--- src/rtl/axil_pkg.sv ---
// axil_pkg: AXI-Lite response codes, write-FSM states and register index width helper
package axil_pkg;
  localparam logic [1:0] AXI_RESP_OKAY   = 2'b00;
  localparam logic [1:0] AXI_RESP_SLVERR = 2'b10;
  typedef enum logic [1:0] {IDLE, ADDR_HELD, DATA_HELD, RESP} wr_state_t;
  function automatic int idx_w(input int n);
    return n > 1 ? $clog2(n) : 1;
  endfunction
endpackage

--- src/rtl/axil_addr_decode.sv ---
// axil_addr_decode: byte address to register index, flagging out-of-range or misaligned addresses
module axil_addr_decode import axil_pkg::*; #(
  parameter int ADDR_WIDTH = 6,
  parameter int DATA_WIDTH = 32,
  parameter int NUM_REGS   = 8,
  parameter int IDX_W      = idx_w(NUM_REGS)
) (
  input  logic [ADDR_WIDTH-1:0] addr,
  output logic [IDX_W-1:0]      idx,
  output logic                  err
);
  localparam int OFF = $clog2(DATA_WIDTH / 8);
  localparam int IW  = ADDR_WIDTH - OFF;
  localparam logic [IW:0] NR = NUM_REGS[IW:0];
  logic [IW-1:0] full;
  assign full = addr[ADDR_WIDTH-1:OFF];
  assign idx  = full[IDX_W-1:0];
  assign err  = ({1'b0, full} >= NR) || (|addr[OFF-1:0]);
endmodule

--- src/rtl/axil_write_ctrl.sv ---
// axil_write_ctrl: AXI4-Lite write-channel slave driving a one-cycle register write strobe.
// Define AXIL_WR_STRB_EN to forward wstrb; otherwise every write is full-word.
module axil_write_ctrl import axil_pkg::*; #(
  parameter int ADDR_WIDTH = 6,
  parameter int DATA_WIDTH = 32,
  parameter int NUM_REGS   = 8,
  parameter int IDX_W      = idx_w(NUM_REGS)
) (
  input  logic                    clk,
  input  logic                    rst,
  input  logic [ADDR_WIDTH-1:0]   awaddr,
  input  logic                    awvalid,
  output logic                    awready,
  input  logic [DATA_WIDTH-1:0]   wdata,
  input  logic [DATA_WIDTH/8-1:0] wstrb,
  input  logic                    wvalid,
  output logic                    wready,
  output logic [1:0]              bresp,
  output logic                    bvalid,
  input  logic                    bready,
  output logic                    wr_en,
  output logic [IDX_W-1:0]        wr_idx,
  output logic [DATA_WIDTH-1:0]   wr_data,
  output logic [DATA_WIDTH/8-1:0] wr_strb
);
  localparam int STRB_W = DATA_WIDTH / 8;
  wr_state_t state, state_n;
  logic [ADDR_WIDTH-1:0] addr_q, addr_sel;
  logic [DATA_WIDTH-1:0] data_q, data_sel;
  logic [STRB_W-1:0] strb_sel;
  logic [IDX_W-1:0] idx;
  logic aw_hs, w_hs, go, err;
  assign aw_hs    = awvalid & awready;
  assign w_hs     = wvalid & wready;
  assign bvalid   = state == RESP;
  assign addr_sel = state == ADDR_HELD ? addr_q : awaddr;
  assign data_sel = state == DATA_HELD ? data_q : wdata;
  assign go       = state != RESP && state_n == RESP;
`ifdef AXIL_WR_STRB_EN
  logic [STRB_W-1:0] strb_q;
  assign strb_sel = state == DATA_HELD ? strb_q : wstrb;
  always_ff @(posedge clk)
    if (w_hs) strb_q <= wstrb;
`else
  // strobes are ignored: every write covers the whole word
  assign strb_sel = wstrb | {STRB_W{1'b1}};
`endif
  axil_addr_decode #(
    .ADDR_WIDTH(ADDR_WIDTH), .DATA_WIDTH(DATA_WIDTH), .NUM_REGS(NUM_REGS), .IDX_W(IDX_W)
  ) u_dec (.addr(addr_sel), .idx(idx), .err(err));
  always_comb begin
    state_n = state;
    unique case (state)
      IDLE:      state_n = aw_hs && w_hs ? RESP : aw_hs ? ADDR_HELD : w_hs ? DATA_HELD : IDLE;
      ADDR_HELD: state_n = w_hs ? RESP : ADDR_HELD;
      DATA_HELD: state_n = aw_hs ? RESP : DATA_HELD;
      RESP:      state_n = bready ? IDLE : RESP;
      default:   state_n = IDLE;
    endcase
  end
  always_ff @(posedge clk) begin
    if (aw_hs) addr_q <= awaddr;
    if (w_hs) data_q <= wdata;
  end
  // readies are registered from the next state so they stay low through reset
  always_ff @(posedge clk) begin
    if (rst) begin
      state   <= IDLE;
      awready <= 1'b0;
      wready  <= 1'b0;
      bresp   <= AXI_RESP_OKAY;
      wr_en   <= 1'b0;
      wr_idx  <= '0;
      wr_data <= '0;
      wr_strb <= '0;
    end else begin
      state   <= state_n;
      awready <= state_n == IDLE || state_n == DATA_HELD;
      wready  <= state_n == IDLE || state_n == ADDR_HELD;
      wr_en   <= go && !err;
      if (go) bresp <= err ? AXI_RESP_SLVERR : AXI_RESP_OKAY;
      if (go && !err) begin
        wr_idx  <= idx;
        wr_data <= data_sel;
        wr_strb <= strb_sel;
      end
    end
  end
endmodule
--- config.mk ---
export PLATFORM = sky130hd
export DESIGN_NAME = axil_write_ctrl
export DESIGN_NICKNAME = d
export VERILOG_FILES = /design/src/rtl/axil_pkg.sv /design/src/rtl/axil_addr_decode.sv /design/src/rtl/axil_write_ctrl.sv
export SDC_FILE = /design/constraint.sdc
export NUM_CORES = 1
export LEC_CHECK = 0
export CAP_MARGIN = 40
export CORE_ASPECT_RATIO = 1.1
export CORE_MARGIN = 1.5
export CORE_UTILIZATION = 46
export DETAILED_ROUTE_END_ITERATION = 10
export PLACE_DENSITY = 0.77
export SLEW_MARGIN = 20
export SYNTH_ARGS = -nofsm -noshare
export SYNTH_HDL_FRONTEND = slang
export SYNTH_SLANG_ARGS = --single-unit
--- constraint.sdc ---
create_clock -name clk -period 1.9 [get_ports clk]
set_input_delay 0.475 -clock clk [delete_from_list [all_inputs] [get_ports clk]]
set_output_delay 0.475 -clock clk [all_outputs]
set_load 0.01 [all_outputs]
# == After elaboration in Yosys (flattened, before gate mapping) ==
# Cells that the tools add are included.
# word_totals
register_bits,81
in_bits,47
output_inout_bits,45
# classes
order_cmp,1
eq_ne,7
muxes,10
bitwise,2
n_reduce_logical,10
# ops
operator,count
two-way mux 32 bit,1
two-way mux 2 bit,6
"== test 2 bit, second input constant",4
one-hot mux 2 bit (4 select lines),1
two-way mux 6 bit,1
"== test 2 x 1 -> 1 bit, second input constant",2
">= comparator 4 bit, second input constant",1
logical NOT 2 bit,2
logical AND 1 bit,3
logical OR 1 bit,3
bitwise AND 1 bit,2
"inequality test 2 bit, second input constant",1
OR reduction 2 bit,1
logical NOT 1 bit,1
two-way mux 1 bit,1

# == Depth between registers and ports, before layout ==
# Gate-level depths: netlist (run 1).
# logic_depth
word_depth,8
depth_mapped,6
ltp_nobuf,4

# == Modules after synthesis ==
# Synthesis (run 1) repeated with hierarchy kept, for this count alone.
# unflattened
hier_cells,248
area_unflattened_um2,3448.3
# modules_own_cells
module,n_inst,cells_per_inst,area_per_inst_um2,seq_area_each_um2
axil_write_ctrl,1,244,3419.5,1981.9
axil_addr_decode,1,4,28.8,0.0

# == Least setup slack after synthesis (run 1) ==
# No wires, ideal clock.
# synth_timing
path_type,input -> register
startpoint,input port wvalid
endpoint,"register data_q[0], enable pin"
setup_time_ps,392
t_arrival_ps,1270
t_required_ps,1508
path_slack_ps,238
path_stages,1
path_buffers,0
path_cell_list,and2_1
# synth_via
elab_chain_len,1
# synth_rtl
element,line_no,rtl
start: declaration,axil_write_ctrl.sv:16,"input logic wvalid,"
bitwise AND 1 bit,axil_write_ctrl.sv:34,assign w_hs = wvalid & wready;
end signal: assignment,axil_write_ctrl.sv:63,if (w_hs) data_q <= wdata;
end: declaration,axil_write_ctrl.sv:29,"logic [DATA_WIDTH-1:0] data_q, data_sel;"
# No other way between the ends.
# A chain may end at the register's enable or synchronous reset.

# == Worst setup path after layout (run 1) ==
# layout_timing
startpoint,"register, netlist name wr_strb[0]"
endpoint,output port wr_strb[3]
# layout_rtl
element,line_no,rtl
end: declaration,axil_write_ctrl.sv:24,output logic [DATA_WIDTH/8-1:0] wr_strb
# No word-level cell between the ends.

==> results of run 1 <==
[power by group]
group,internal [mW],switching (mW)
clock network,0.647,0.609
registers,1.86,0.0222
logic,0.186,0.144
total,2.70,0.775
[layout by cell type (no fill, tap or decap), types with 2 or more instances in the layout]
master,n
nor2_1,5
mux2i_1,35
nor3_1,4
o2bb2ai_1,27
clkbuf_8,10
dfxtp_1,40
clkinv_4,3
edfxtp_1,38
nor2b_1,2
buf_4,9
clkdlybuf4s50_1,85
inv_1,3
buf_12,3
a21oi_1,3
and2_1,2
o2bb2ai_2,8
[how the worst min path moves through the flow]
| stage | from | endpoint | slack [ps] |
|---|---|---|---|
| after detailed placement | wr_data[30] | wr_data[30] | 450 |
| after floorplan | wr_data[8] | wr_data[8] | 490 |
| after global routing | wr_data[13] | wr_data[13] | 490 |
| after CTS | wr_data[10] | wr_data[10] | 470 |
| after global placement | wr_data[11] | wr_data[11] | 440 |
| final | wr_data[16] | wr_data[16] | 470 |
[timing repair]
item,in CTS,in global routing
hold buffers,0,0
resized for setup,3,1
buffers inserted,0,0
endpoints found under the hold margin,0,0
endpoints found under the setup margin,1,1
[registers in the layout, summed over array words and instances, names as in the netlist]
register and cells:
awready 1, wr_en 1, state 2, wr_idx 3, bresp 1, addr_q 6
wready 1, wr_data 32, wr_strb 1, data_q 32
[per-layer routing]
layer | global-route usage (%) | wire (µm) | share of wire, %
met1 | 22.14 | 2588 | 45
met2 | 28.58 | 2797 | 48
met3 | 5.759 | 339 | 5.8
met4 | 7.177 | 72 | 1.2
met5 | 0 | 0 | 0
[layout make-up]
cell class              instances  area, µm²  share of cell area (%)
flip-flops and latches         80       1987                   47.70
repair buffers                 98      991.0                   23.79
multi-input cells              94      869.6                   20.88
clock buffers                  10      137.6                   3.304
well taps                      80      100.1                   2.403
clock inverters                 6      68.82                   1.652
inverters                       3      11.26                  0.2704
[logic make-up after synthesis]
family          after synthesis  share of synthesized area (%)
compound gates               40                          13.41
buf+inv                      18                          4.133
flops                        80                          66.81
mux                          36                          12.32
other cells                   1                         0.1264
simple gates                 17                          3.205
[synth_stat cells, types with 2 or more instances]
cell type   n  area, µm²
a21oi_1     3      15.01
and2_1      2      12.51
buf_2       5      25.02
buf_4       5      37.54
buf_6       4      45.04
dfxtp_1    42      840.8
edfxtp_1   38       1141
inv_1       3      11.26
mux2i_1    35      350.3
nor2_1      5      18.77
nor2b_1     3      18.77
nor3_1      4      20.02
o2bb2ai_1  27      236.5
o2bb2ai_2   8      120.1
==> impl_results.md, run 1 <==
- Status: completed
- Final slew viol count: 0
- CTS Sinks: 80
- Gpl congestion: 0.6954
- Syn Nets: 239
- Worst IR Drop VDD: 0.0006153 V
- Startpoint types: flop
- Layout Skew: 7.937 ps
- Drt wl/cell: 15.63 µm
- Share of cells above drive strength 1: 14.43%
- Drt pass-1 iters: 5
- Worst EP arrival: 1280 ps
- Worst Setup EP: wr_strb[3]
- Syn Inst Count: 192
- Worst Setup End Kind: output port
- DRT iter0 DRCs: 82
- Die area: 6940 µm²
- Die Ht: 87.23 µm
- GRT Total Usage: 17.78%
- DRT antenna net count: 0
- DRC: 0
- Pleak: 1.448 nW
- I/O Pins: 92
- Cell Area, Synth: 2967 µm²
- Total power draw: 3.472 mW
- Clk Latency, worst-skew pair: 340 ps
- Final hold violation count: 0
- Worst R2R End: wr_idx[0]
- Number of flops mapped to enable cells by yosys: 38
- RSZ-0062 raised after global routing: no
- Crit-path slowest cell: clkdlybuf4s50_1
- Worst reg2reg setup slack: 330 ps
- Vias in the first global route: 1915
- CP Max Fanout: 5
- Root Buffer: clkbuf_8
- Inserted Clock Buffers: 9
- CP Launch Point: wr_strb[0]
- Fin nets: 333
- PortBufs: 86
- Pre-CTS setup slack: -113.8 ps
- CP required: 1420 ps
- Row Count: 30
- Delay-heaviest family, CP: buffers and inverters
- Final setup viols: 0
- Fmax: 568.2 MHz
- HP Class: reg -> reg
- Yosys Warn Count: 0
- Synth Register Bits: 80
- Crit. path cell count: 1
- Die Wd: 79.57 µm
- Fin crit period: 1760 ps
- Final core utilization: 67.25%
- Worst Slack Setup Final: 140.2 ps
- Fillers: 457
- Avg Cell Area, Syn: 15.45 µm²
- Initial antenna violation count: 0
- Sequential share of the synthesized area: 66.81%
- R2R depth: 5
- Placed inst area: 3951 µm²
- First-pass GRT wire length: 9183 µm
- WS Path Type: reg -> out
- H-tree level count: 3
- Placed Instances: 355
- CP Buf/Inv Count: 1
- Setup tns final: 0 ps
- Max Cap Violations: 0
- Syn-to-layout area delta: 40.40%
- DRT Wirelength: 5798 µm
- Worst path cell trace: clkdlybuf4s50_1
- Slowest stage delay, CP: 560 ps
- Post-synth cell types: 22
- Final instance area: 4165 µm²
- Clock Tree Buf Depth: 2
- CTS tree: done
- Clock transition at path regs: 80 ps
- DR vias: 1902
- Hold Crit Depth: 1
- Async set-reset flop share out of synthesis: 0%
- RR Startpoint: state[0]
- CORE AREA: 6193 µm²
- Power per cell area: 833.6 nW/µm²
- Synth Flop Type: dfxtp_1
- Vias/cell: 5.127
- Final std cells w/o fill: 371
- Grt total ovfl: 0
- Hpwl dp: 3891 µm
- Antenna cells: 0
- Initial Util: 47.90%
- Part of the cycle the worst path needs: 92.62%
- Pin count of the biggest net entering global routing: 27
- WHS: 466.1 ps
(Power assumes the default switching activity.)
==> inputs of run 2 (changes only) <==
ABC_AREA = 1   (was unset)
CORE_UTILIZATION = 45   (was 46)
PLACE_DENSITY = 0.74   (was 0.77)
==> run 2 against run 1 <==
  * Routed wire length rose by 32%
  * Register-to-register slack got worse by 120 ps
  * First-iteration DRC count rose by 34%
  * Critical path depth unchanged
  * Worst hold slack improved by 3.5 ps
  * Clock skew increased by 2.7 ps
  * Setup slack got worse by 11 ps
==> impl_results.md, run 2 <==
- Status: completed
- Gpl congestion: 0.7505
- GRT Total Usage: 20.38%
- WHS: 469.6 ps
- Crit-path slowest cell: clkdlybuf4s50_1
- Hold path startpoint: wr_data[29]
- Hpwl dp: 5090 µm
- Clock Tree Buf Depth: 2
- Fin crit period: 1771 ps
- WS Path Type: reg -> out
- Clock power frac: 36.4%
- Avg Cell Area, Syn: 9.087 µm²
- Die area: 7832 µm²
- DRT antenna net count: 0
- Pleak: 1.929 nW
- Grt total ovfl: 0
- Pin count of the biggest net entering global routing: 45
- Final std cells w/o fill: 533
- DRC: 0
- Delay-heaviest family, CP: buffers and inverters
- Cell types occupying the most area after synthesis: edfxtp_1, dfxtp_1, nand2_1
- Fillers: 589
- Syn Inst Count: 362
- Worst Setup End Kind: output port
- Fmax: 564.7 MHz
- H-tree level count: 3
- Synth cell count leaders: nand2_1, nand3_1, dfxtp_1, edfxtp_1, nand4_1
- Yosys Warn Count: 0
- I/O Pins: 92
- Post-CTS Hold Buffers: 0
- Drt wl/cell: 14.31 µm
- CP Buf/Inv Count: 1
- Worst path cell trace: clkdlybuf4s50_1
- Inserted Clock Buffers: 9
- DR vias: 2833
- Initial antenna violation count: 0
- Part of the cycle the worst path needs: 93.21%
- Drt pass-1 iters: 4
- Post-synth cell types: 20
- Setup tns final: 0 ps
- CTS Sinks: 80
- Layout Skew: 10.59 ps
- Row Count: 32
- RR Startpoint: state[1]
- HP Class: reg -> reg
- Post-synth top area share: 34.69%
- Startpoint types: flop
- Cell Area, Synth: 3289 µm²
- Async set-reset flop share out of synthesis: 0%
- Power share of the sequential group: 51.9%
- Switch share: 23.47%
- Sequential share of the synthesized area: 60.25%
- Synth Register Bits: 80
- CP Launch Point: wr_strb[0]
- CP Max Fanout: 5
- Initial Util: 46.68%
- Worst EP arrival: 1300 ps
- Syn-to-layout area delta: 36.48%
- Placed Instances: 517
- Clk Latency, worst-skew pair: 340 ps
- CTS tree: done
- Commonest cells after routing, fill and taps aside: nand2_1, clkdlybuf4s50_1, nand3_1
- Worst IR Drop VDD: 0.0005631 V
- Die Ht: 92.67 µm
- PortBufs: 86
- Placed inst area: 4269 µm²
- CORE AREA: 7047 µm²
- Internal power: 2.773 mW
- Fin nets: 490
- First-pass GRT wire length: 12530 µm
- RSZ-0062 raised after global routing: no
- DRT iter0 DRCs: 110
- Most common cell after layout, fill and taps aside: nand2_1
- CP required: 1420 ps
- Synth Flop Type: dfxtp_1
- Final setup viols: 0
- Die Wd: 84.52 µm
- Root Buffer: clkbuf_8
- Max Cap Violations: 0
- Post-synth top area cell: edfxtp_1
- Combinational power share: 11.7%
- Final slew viol count: 0
- Antenna cells: 0
- Most numerous cell in the Yosys netlist: nand2_1
- Final hold violation count: 0
- Clock transition at path regs: 80 ps
- Power per cell area: 806.9 nW/µm²
- Slowest stage delay, CP: 570 ps
- Top Registers: data_q (32), wr_data (32), addr_q (6)
- Vias/cell: 5.315
- Net switching power: 0.8501 mW
- Vias in the first global route: 2642
- Number of flops mapped to enable cells by yosys: 38
- Share of cells above drive strength 1: 9.152%
- Syn Nets: 409
- Final instance area: 4489 µm²
- DRT Wirelength: 7627 µm
-- run 2: changes by cell type after synthesis, sizes merged, moves of 2 or more --
cell	delta
and2	-2
buf	+8
clkbuf	+9
inv	+7
mux2i	-35
nand2	+122
nand3	+69
nand4	+35
nor2	+3
nor2b	-3
nor3	-4
o2bb2ai	-35
-- run 2: power by group through the flow --
stage | Sequential [mW] | Combinational (mW) | Clock (mW)
after floorplan | 1.92 | 0.214 | 0
after global placement | 1.92 | 0.419 | 0
after detailed placement | 1.92 | 0.425 | 0
after CTS | 1.88 | 0.427 | 1.35
after global routing | 1.89 | 0.470 | 1.43
final | 1.88 | 0.425 | 1.32
-- run 2: cells by family (layout without fill, tap and decap cells) --
logic type,after synthesis,count (layout),share of synthesized area (%)
AND/OR/NAND/NOR,235,235,32.64
flip-flops,80,80,60.25
buffers and inverters,42,128,6.314
AO/OA/AOI/OAI,4,4,0.6846
other,1,1,0.1140
-- run 2: cell type report --
| class | count | area, µm² | area share (%) |
|---|---|---|---|
| Sequential cell | 80 | 1983 | 44.17 |
| Multi-Input combinational cell | 240 | 1100 | 24.50 |
| Tap cell | 85 | 106.4 | 2.369 |
| Clock inverter | 4 | 50.05 | 1.115 |
| Timing Repair Buffer | 102 | 1046 | 23.30 |
| Clock buffer | 12 | 166.4 | 3.707 |
| Inverter | 10 | 37.54 | 0.8361 |
-- run 2: per-layer routing --
layer / GRT usage (%) / routed length [µm]
met1: 25.39 / 3206
met5: 0 / 0
met2: 34.33 / 3838
met4: 6.720 / 111
met3: 5.526 / 470
-- run 2: through the flow --
stage / total power [mW] / setup WS [ps] / util (%)
3_5_place_dp: 2.346 / -9.374 / 60.58
2_1_floorplan: 2.138 / 326.6 / -
3_3_place_gp: 2.338 / 34.00 / 60.58
4_1_cts: 3.654 / 37.06 / 63.67
5_1_grt: 3.783 / 43.79 / 63.71
6_report: 3.623 / 129.0 / 63.71
-- run 2: path summary, 6_finish.rpt --
| path | endpoint | slack [ps] | cells past startpoint |
|---|---|---|---|
| setup / recovery | wr_strb[0] | 130 | 1 |
| hold / removal | wr_data[29] | 470 | 2 |
| setup reg to reg | wr_data[26] | 210 | 9 |
| hold reg to reg | wr_data[29] | 470 | 2 |
-- run 2: timing repair --
item | 4_1_cts | 5_1_grt
setup buffers | 0 | 0
endpoints found under the setup margin | 1 | 1
gates resized for setup | 1 | 1
endpoints found under the hold margin | 0 | 0
gates cloned | 0 | 0
==> inputs of run 3 (changes only) <==
TNS_END_PERCENT = 30   (was unset)
==> results of run 3 <==
The final DEF is identical to that of run 2; final timing and power are the same.
